===== config.mk =====
export PLATFORM = sky130hd
export DESIGN_NAME = rom_async_reader
export DESIGN_NICKNAME = d
export VERILOG_FILES = /design/src/rtl/rom_if_pkg.sv /design/src/rtl/rom_wait_timer.sv /design/src/rtl/rom_async_reader.sv
export SDC_FILE = /design/constraint.sdc
export NUM_CORES = 1
export LEC_CHECK = 0
export CORE_MARGIN = 10
export CORE_UTILIZATION = 48
export DETAILED_ROUTE_END_ITERATION = 12
export GPL_ROUTABILITY_DRIVEN = 0
export PLACE_DENSITY = 0.85
export SYNTH_ARGS = -nofsm -noshare
export SYNTH_HDL_FRONTEND = slang
export SYNTH_HIERARCHICAL = 1
export SYNTH_SLANG_ARGS = --single-unit
export TNS_END_PERCENT = 5

===== constraint.sdc =====
create_clock -name CLK -period 5.55 [get_ports CLK]
set_input_delay 1.11 -clock CLK [delete_from_list [all_inputs] [get_ports CLK]]
set_output_delay 1.11 -clock CLK [all_outputs]
set_load 0.01 [all_outputs]

===== src/rtl/rom_if_pkg.sv =====
// rtl/rom_if_pkg.sv - shared EPROM interface constants and wait-cycle helper
package rom_if_pkg;

  localparam int EPROM_TACC_NS = 150;
  localparam int ROM_DATA_W    = 8;
  localparam int ROM_ADDR_W    = 15;

  // Access wait in clocks for a given clock period: ceil(tACC/period) + 1
  function automatic int wait_cycles(input int clk_period_ns);
    return (EPROM_TACC_NS + clk_period_ns - 1) / clk_period_ns + 1;
  endfunction

endpackage


===== src/rtl/rom_wait_timer.sv =====
// rtl/rom_wait_timer.sv - loadable down-counter with zero flag, shared by access and recovery
module rom_wait_timer #(
  parameter int WIDTH = 4
) (
  input  logic             clk_i,
  input  logic             rst_ni,
  input  logic             load_i,
  input  logic [WIDTH-1:0] load_val_i,
  input  logic             dec_i,
  output logic             zero_o
);

  logic [WIDTH-1:0] cnt_q;
  logic [WIDTH-1:0] cnt_d;

  // Load wins over decrement; the counter parks at zero rather than wrapping
  always_comb begin
    cnt_d = cnt_q;
    if (load_i) begin
      cnt_d = load_val_i;
    end else if (dec_i && (cnt_q != '0)) begin
      cnt_d = cnt_q - WIDTH'(1);
    end
  end

  always_ff @(posedge clk_i or negedge rst_ni) begin
    if (!rst_ni) begin
      cnt_q <= '0;
    end else begin
      cnt_q <= cnt_d;
    end
  end

  assign zero_o = (cnt_q == '0);

endmodule


===== src/rtl/rom_async_reader.sv =====
// rtl/rom_async_reader.sv - single-outstanding read controller for a CEn/OEn async EPROM
module rom_async_reader
  import rom_if_pkg::*;
#(
  parameter int DATA_WIDTH     = ROM_DATA_W,
  parameter int ADDR_WIDTH     = ROM_ADDR_W,
  parameter int WAIT_CYCLES    = 8,
  parameter int RECOVER_CYCLES = 1
) (
  input  logic                  CLK,
  input  logic                  RSTn,
  input  logic                  REQ_VALID,
  input  logic [ADDR_WIDTH-1:0] REQ_ADDR,
  output logic                  REQ_READY,
  output logic [DATA_WIDTH-1:0] DOUT,
  output logic                  DOUT_VALID,
  output logic                  BUSY,
  output logic [ADDR_WIDTH-1:0] ROM_ADDR,
  output logic                  ROM_CEn,
  output logic                  ROM_OEn,
  input  logic [DATA_WIDTH-1:0] ROM_DATA
);

  localparam int CNT_MAX = (WAIT_CYCLES > RECOVER_CYCLES) ? WAIT_CYCLES : RECOVER_CYCLES;
  localparam int CNT_W   = $clog2(CNT_MAX + 1);
  localparam logic [CNT_W-1:0] WAIT_LOAD    = CNT_W'(WAIT_CYCLES - 1);
  localparam logic [CNT_W-1:0] RECOVER_LOAD =
      (RECOVER_CYCLES > 0) ? CNT_W'(RECOVER_CYCLES - 1) : '0;

  typedef enum logic [1:0] {
    S_IDLE    = 2'd0,
    S_ACCESS  = 2'd1,
    S_RECOVER = 2'd2
  } state_e;

  state_e                state_q, state_d;
  logic [ADDR_WIDTH-1:0] rom_addr_q, rom_addr_d;
  logic                  rom_cen_q, rom_cen_d;
  logic                  rom_oen_q, rom_oen_d;
  logic [DATA_WIDTH-1:0] dout_q, dout_d;
  logic                  dout_valid_q, dout_valid_d;
  logic                  req_ready_q, req_ready_d;
  logic                  busy_q, busy_d;

  logic             tmr_load;
  logic [CNT_W-1:0] tmr_load_val;
  logic             tmr_dec;
  logic             tmr_zero;

  rom_wait_timer #(
    .WIDTH (CNT_W)
  ) u_timer (
    .clk_i      (CLK),
    .rst_ni     (RSTn),
    .load_i     (tmr_load),
    .load_val_i (tmr_load_val),
    .dec_i      (tmr_dec),
    .zero_o     (tmr_zero)
  );

  always_comb begin
    state_d      = state_q;
    rom_addr_d   = rom_addr_q;
    rom_cen_d    = rom_cen_q;
    rom_oen_d    = rom_oen_q;
    dout_d       = dout_q;
    dout_valid_d = 1'b0;
    req_ready_d  = req_ready_q;
    busy_d       = busy_q;
    tmr_load     = 1'b0;
    tmr_load_val = '0;
    tmr_dec      = 1'b0;

    unique case (state_q)
      S_IDLE: begin
        // Ready rises on the first edge after reset release and stays up while idle
        req_ready_d = 1'b1;
        busy_d      = 1'b0;
        if (REQ_VALID && req_ready_q) begin
          rom_addr_d   = REQ_ADDR;
          rom_cen_d    = 1'b0;
          rom_oen_d    = 1'b0;
          tmr_load     = 1'b1;
          tmr_load_val = WAIT_LOAD;
          req_ready_d  = 1'b0;
          busy_d       = 1'b1;
          state_d      = S_ACCESS;
        end
      end

      S_ACCESS: begin
        if (!tmr_zero) begin
          tmr_dec = 1'b1;
        end else begin
          dout_d       = ROM_DATA;
          dout_valid_d = 1'b1;
          rom_cen_d    = 1'b1;
          rom_oen_d    = 1'b1;
          if (RECOVER_CYCLES > 0) begin
            tmr_load     = 1'b1;
            tmr_load_val = RECOVER_LOAD;
            state_d      = S_RECOVER;
          end else begin
            req_ready_d = 1'b1;
            busy_d      = 1'b0;
            state_d     = S_IDLE;
          end
        end
      end

      S_RECOVER: begin
        if (!tmr_zero) begin
          tmr_dec = 1'b1;
        end else begin
          req_ready_d = 1'b1;
          busy_d      = 1'b0;
          state_d     = S_IDLE;
        end
      end

      default: begin
        state_d = S_IDLE;
      end
    endcase
  end

  // Async reset lifts the strobes immediately, so an aborted access never yields data
  always_ff @(posedge CLK or negedge RSTn) begin
    if (!RSTn) begin
      state_q      <= S_IDLE;
      rom_addr_q   <= '0;
      rom_cen_q    <= 1'b1;
      rom_oen_q    <= 1'b1;
      dout_q       <= '0;
      dout_valid_q <= 1'b0;
      req_ready_q  <= 1'b0;
      busy_q       <= 1'b0;
    end else begin
      state_q      <= state_d;
      rom_addr_q   <= rom_addr_d;
      rom_cen_q    <= rom_cen_d;
      rom_oen_q    <= rom_oen_d;
      dout_q       <= dout_d;
      dout_valid_q <= dout_valid_d;
      req_ready_q  <= req_ready_d;
      busy_q       <= busy_d;
    end
  end

  assign REQ_READY  = req_ready_q;
  assign DOUT       = dout_q;
  assign DOUT_VALID = dout_valid_q;
  assign BUSY       = busy_q;
  assign ROM_ADDR   = rom_addr_q;
  assign ROM_CEn    = rom_cen_q;
  assign ROM_OEn    = rom_oen_q;

endmodule


== After elaboration in Yosys (flattened, before gate mapping) ==
Index checks and enable logic that the tools add are counted.

* Register bits after elaboration: 33

* Reduce and logical (&&, ||, !) cells: 14
* Add/subtract/negate cells: 1
* Equality and inequality tests: 5
* Muxes and demuxes: 21

{| class="wikitable"
|+ Operators by type and width
! cell !! number
|-
| two-way mux 1 bit || 9
|-
| two-way mux 4 bit || 2
|-
| case mux 1 bit (2 select lines) || 4
|-
| two-way mux 2 bit || 3
|-
| two-way mux 3 bit || 2
|-
| != test 2 bit (second input constant) || 3
|-
| case mux 2 bit (3 select lines) || 1
|-
| AND reduction 2 bit || 3
|-
| AND reduction 3 bit || 2
|-
| nonzero test 2 bit || 3
|-
| logical NOT 4 bit || 1
|-
| nonzero test 4 bit || 1
|-
| subtractor 4 x 1 -> 4 bit (second input constant) || 1
|-
| == test 2 x 1 -> 1 bit (second input constant) || 1
|-
| == test 2 bit (second input constant) || 1
|-
| logical AND 1 bit || 2
|-
| logical NOT 2 bit || 1
|-
| OR reduction 2 bit || 1
|}

== Depth between registers and ports, before layout ==
* Depth in word-level cells: 6
* Mapped depth: 9
* Gate-level depth less buffers: 7

== Cells and area by module ==
The synthesis kept the hierarchy.

{| class="wikitable"
|+ Modules (own cells, without submodules)
! module !! area an instance (sq um) !! times used !! cells an instance
|-
| rom_async_reader || 1322.5 || 1 || 89
|-
| rom_wait_timer || 270.3 || 1 || 27
|}

== Worst setup path before layout ==
OpenSTA, ideal clock, no wires.

* Path kind: in2reg
* From: input REQ_VALID
* To: register u_timer.cnt_q[1]
* Buffers on the path: 3
* Setup slack: 3056 ps
* Arrival time: 2413 ps
* Stages on the path: 8
* Required time: 5470 ps
* Cells stage by stage: and2_4 buf_8 nand2_8 buf_12 o21bai_1 buf_6 or4_1 o211ai_2

* Cells in the longest elaborated chain, start to end: 4
* Elaborated cells on any way between the ends: 7
* Classes of those cells: mux: 5; reduce/logical: 2

{| class="wikitable"
|+ RTL lines
! what !! RTL line !! text
|-
| start: declaration || rom_async_reader.sv:12 || <nowiki>input logic REQ_VALID,</nowiki>
|-
| logical AND 1 bit (*) || rom_async_reader.sv:79 || <nowiki>if (REQ_VALID && req_ready_q) begin</nowiki>
|-
| two-way mux 1 bit (*) || rom_async_reader.sv:79 ||
|-
| case mux 1 bit (2 select lines) (*) || rom_async_reader.sv:74 || <nowiki>unique case (state_q)</nowiki>
|-
| net tmr_load || rom_async_reader.sv:45 || <nowiki>logic tmr_load;</nowiki>
|-
| two-way mux 4 bit / nonzero test 2 bit (equally long branches) || - ||
|-
| end signal: assignment || rom_wait_timer.sv:30 || <nowiki>cnt_q <= cnt_d;</nowiki>
|-
| end: declaration || rom_wait_timer.sv:13 || <nowiki>logic [WIDTH-1:0] cnt_q;</nowiki>
|}

Mark *: on every way through the listed nets, which the timed path passes. The rest lies on a longest branch.
A chain may end at the register's enable or synchronous reset.

== Final worst setup path ==
* From: input REQ_VALID
* To: register u_timer.cnt_q[3]

Same word-level chain as after synthesis.

==> metrics.sh <==
CTS_REPAIR_RESIZE_COUNT=0
SYNTH_NETS=148
VIA_PER_INST=5.06
WORST_IR_DROP_VDD_mV=0.316
HOLD_SLACK_NS=0.513
CRIT_PATH_TOP_DELAY_CELL='sky130_fd_sc_hd__o21bai_1'
TIMING.HOLD.WORST.START='ROM_ADDR[6]'
RSZ_0062_RAISED_AFTER_GLOBAL_ROUTING='no'
MOST_FREQUENT_CELLS_IN_THE_LAYOUT='sky130_fd_sc_hd__clkdlybuf4s50_1, sky130_fd_sc_hd__dfrtp_1, sky130_fd_sc_hd__mux2_2'
WORSTREGTOREGCELLS=7
SYN-INSTANCE-COUNT=116
N_ANTENNA_CELL=0
SYNTH_COMPOUND_AREA_SHARE_PCT=7.15
MIN_PATH_CELLS=1
CELLPOWERDENSITY_nW_PER_UM2=601
GR-USAGE-MET2_PCT=23.1
SYNTH.YOSYS.WARNINGS=6
POST_SYNTH_INSTANCE_AREA_UM2=1590
REG_CLK_SLEW_REPORTED_PATHS_NS=0.10
FIRST_PASS_ITERATION_COUNT_OF_THE_DETAILED_ROUTER=4
ANTENNA_VIOLATIONS_BEFORE_REPAIR=0
PLACEMENT.CELL_AREA_UM2=2130
CTS.SINKS=33
ROUTE.ANTENNA.REMAINING_NETS=0
SYN-MEAN-INSTANCE-AREA_UM2=13.7
DIE_AREA_UM2=6020
FILLCELLCOUNT=230
PLACE_HPWL_UM=2920
SYNTH-SEQ-AREA-SHARE_PCT=51.9
R2R_START='u_timer/cnt_q[0]'
REMAINING_DRC_ERRORS=0
POSTCTSSETUPREPAIRBUFS=0
START_KIND='input pin'
CLOCK_TREE.BUFFER_DEPTH=2
ROWS=20
CRIT_CHAIN='clkdlybuf4s50_1, and2_4, nand2_8, o21bai_1, nor3_1, a221o_1'
SYNTH_CELL_TYPES=42
NUM_IO_PINS=54
RR_ENDPOINT='u_timer/cnt_q[3]'
NUMBER_OF_SETUP_VIOLATIONS_IN_THE_FINAL_REPORT=0
GRT.MET1_USAGE_PCT=13.0
FIRST_ITER_VIOLATIONS=50
CTS_TREE='yes'
CRITICAL-PATH-MAX-STAGE-DELAY_NS=0.57
CTS_MADE_BUFFERS=5
IO_BUFFERS=53
REG2REG_SETUP_SLACK_NS=2.85
HOLD-PATH-ENDPOINT='ROM_ADDR[6]'
GRT.OVERFLOW.TOTAL=0
POSTSYNTHREGISTERBITS=33
REPORT.FINAL.HOLD_VIOL_COUNT=0
CP.REQUIRED_NS=5.77
CELLLEAKAGEPOWER_nW=0.972
CTS-ROOT-BUF='sky130_fd_sc_hd__clkbuf_4'
FINALPOWER_W=0.00133
WORST_SKEW_PAIR.LATE_LATENCY_NS=0.33
MET3_USAGE_PCT=5.07
CTS.HTREE.LEVELS=2
FINALWORSTPATHREQUIREDPERIOD_NS=2.75
GLOBALROUTE.BUSIESTLAYER='met2'
HOLDBUFCOUNTCTS=0
LARGEST_FANOUT_OF_ANY_NET_ON_THE_CRITICAL_PATH=17
DRV_SLEW=0
MAXIMUM_NUMBER_OF_PINS_ON_ONE_NET_BEFORE_GLOBAL_ROUTE_REPAIR=34
POST_SYNTH_XOR_AREA_FRACTION_PCT=0
MAX_CAP_VIOL_COUNT=0
TIMING_WORST_SETUP_PATH_TYPE='in2reg'
VIA_COUNT=1099
MOSTFREQUENTLAYOUTCELL='sky130_fd_sc_hd__clkdlybuf4s50_1'
FLOORPLAN.INITIALDENSITY_PCT=51.3
GRT_PASS1_WL_UM=6180
DESIGN.CORE.AREA_UM2=3100
RESULT_OF_THE_RUN='completed'
WORST_PIN_SLEW_NS=0.645
FLOW.AREA_GROWTH_FROM_SYNTHESIS_PCT=38.9
PLACE_INST=209
MULTIINPUTGATEAREA_UM2=684
DIE_H_UM=77.6
FINALCRITPERIODSHARE_PCT=49.5
CP-END-KIND='flip-flop'
FF_LATCH_AREA_UM2=827
DETAIL_ROUTE.WL_PER_CELL_UM=17.1
FIN_SETUP_TNS_NS=0
MIN-DELAY-PATH-CLASS='reg2reg'
TIMING.CRITICAL_PATH.ARRIVAL_NS=2.97
GRT_PASS1_VIAS=1249
SYNTH_SIMPLE_GATE_AREA_SHARE_PCT=10.7
POST_SYNTH_ADDER_CELL_AREA_PCT=4.71
WIDTH_OF_THE_DIE_UM=77.6
TOTAL_NUMBER_OF_NETS_IN_THE_FINAL_DESIGN=204
ROUTED_WL_UM=3710
SLEW-LIMIT-HEADROOM_PCT=56.9
SKEW_NS=0.00719
FINALNONFILLERCELLS=217
GRTUSAGETOTAL_PCT=13.0
SYNTHMUXAREASHARE_PCT=20.2
MAXCLOCKFREQUENCY_MHz=364
POST_ROUTE_CELLS_DRIVE_ABOVE_1_SHARE_PCT=23.7
FINAL_DESIGN_AREA_NO_FILL_UM2=2210
LARGEST_FAMILY_OF_LOGIC_CELLS_BY_SYNTHESIZED_AREA='multiplexers'
-- cells in the mapped netlist (all sizes together) --
library cell  instances  area, um^2
nor3                  2        10.0
a21oi                 2        10.0
nor4b                 1        15.0
o211ai                1        12.5
mux2                 25         312
nor2                  3        11.3
a31oi                 1        6.26
a221o                 1        10.0
nor3b                 2        20.0
mux2i                 1        10.0
dfrtp                32         801
o22ai                 1        6.26
dfstp                 1        26.3
and3b                 1        8.76
o21a                  1        7.51
o31a                  1        8.76
a211oi                1        7.51
a21bo                 1        10.0
and4b                 1        10.0
a2bb2oi               1        8.76
nor2b                 2        12.5
or2b                  1        7.51
ha                    6        75.1
or4                   1        7.51
conb                  1        3.75
inv                   6        22.5
nand2                 6        38.8
and2                  2        15.0
buf                   5        58.8
o21bai                1        7.51
nand3                 1        5.00
nand4b                1        8.76
o21ai                 3        18.8
-- worst max path at each step --
| stage | start | endpoint | slack (ns) | cells past startpoint |
|---|---|---|---|---|
| after floorplan | REQ_VALID | u_timer/cnt_q[1] | 3.06 | 8 |
| after global placement | REQ_VALID | u_timer/cnt_q[3] | 2.58 | 6 |
| after detailed placement | REQ_VALID | u_timer/cnt_q[3] | 2.48 | 6 |
| after CTS | REQ_VALID | u_timer/cnt_q[3] | 2.83 | 6 |
| after global routing | u_timer/cnt_q[0] | u_timer/cnt_q[3] | 2.64 | 7 |
| final | REQ_VALID | u_timer/cnt_q[3] | 2.80 | 6 |
-- sequential cells by signal, indices dropped and copies added (netlist names) --
name           flops
REQ_READY          1
u_timer/cnt_q      4
state_q            2
DOUT               8
DOUT_VALID         1
ROM_ADDR          15
ROM_OEn            1
BUSY               1
-- final cells by class --
class | count | area share [%]
Timing Repair Buffer | 54 | 24.3
Sequential cell | 33 | 37.4
Tap cell | 44 | 2.49
Inverter | 6 | 1.02
Clock inverter | 1 | 1.36
Clock buffer | 7 | 2.49
Multi-Input combinational cell | 72 | 30.9
-- layer usage --
layer,share of wire (%),vias up
li1,-,520
met1,38,542
met2,54,30
met3,5.3,7
met4,2.0,0
met5,0,-
-- power breakdown --
part           switching, W  internal [W]
Clock             0.0000761      0.000108
Combinational      0.000294      0.000408
Sequential        0.0000797      0.000363
-- logic make-up (layout without fill, tap and decap cells) --
logic type	Yosys count	count (layout)
other	1	1
adders and majority gates	6	6
AOI/OAI and AO/OA	15	15
muxes	26	26
and+or+nand+nor	24	24
DFF	33	33
buffers and inverters	11	68
-- metrics by stage --
stage	util, %	setup slack, ns
finish	71.3	2.80
global route	71.3	2.64
CTS	71.3	2.83
detailed placement	68.5	2.48
global placement	68.5	2.58
floorplan	-	3.06
-- critical path: cells and delay by family --
| family | cells | cell delay, ns |
|---|---|---|
| AOI/OAI and AO/OA | 2 | 0.91 |
| buffers and inverters | 1 | 0.49 |
| and+or+nand+nor | 3 | 0.46 |
Power figures use the tool's default switching activity.
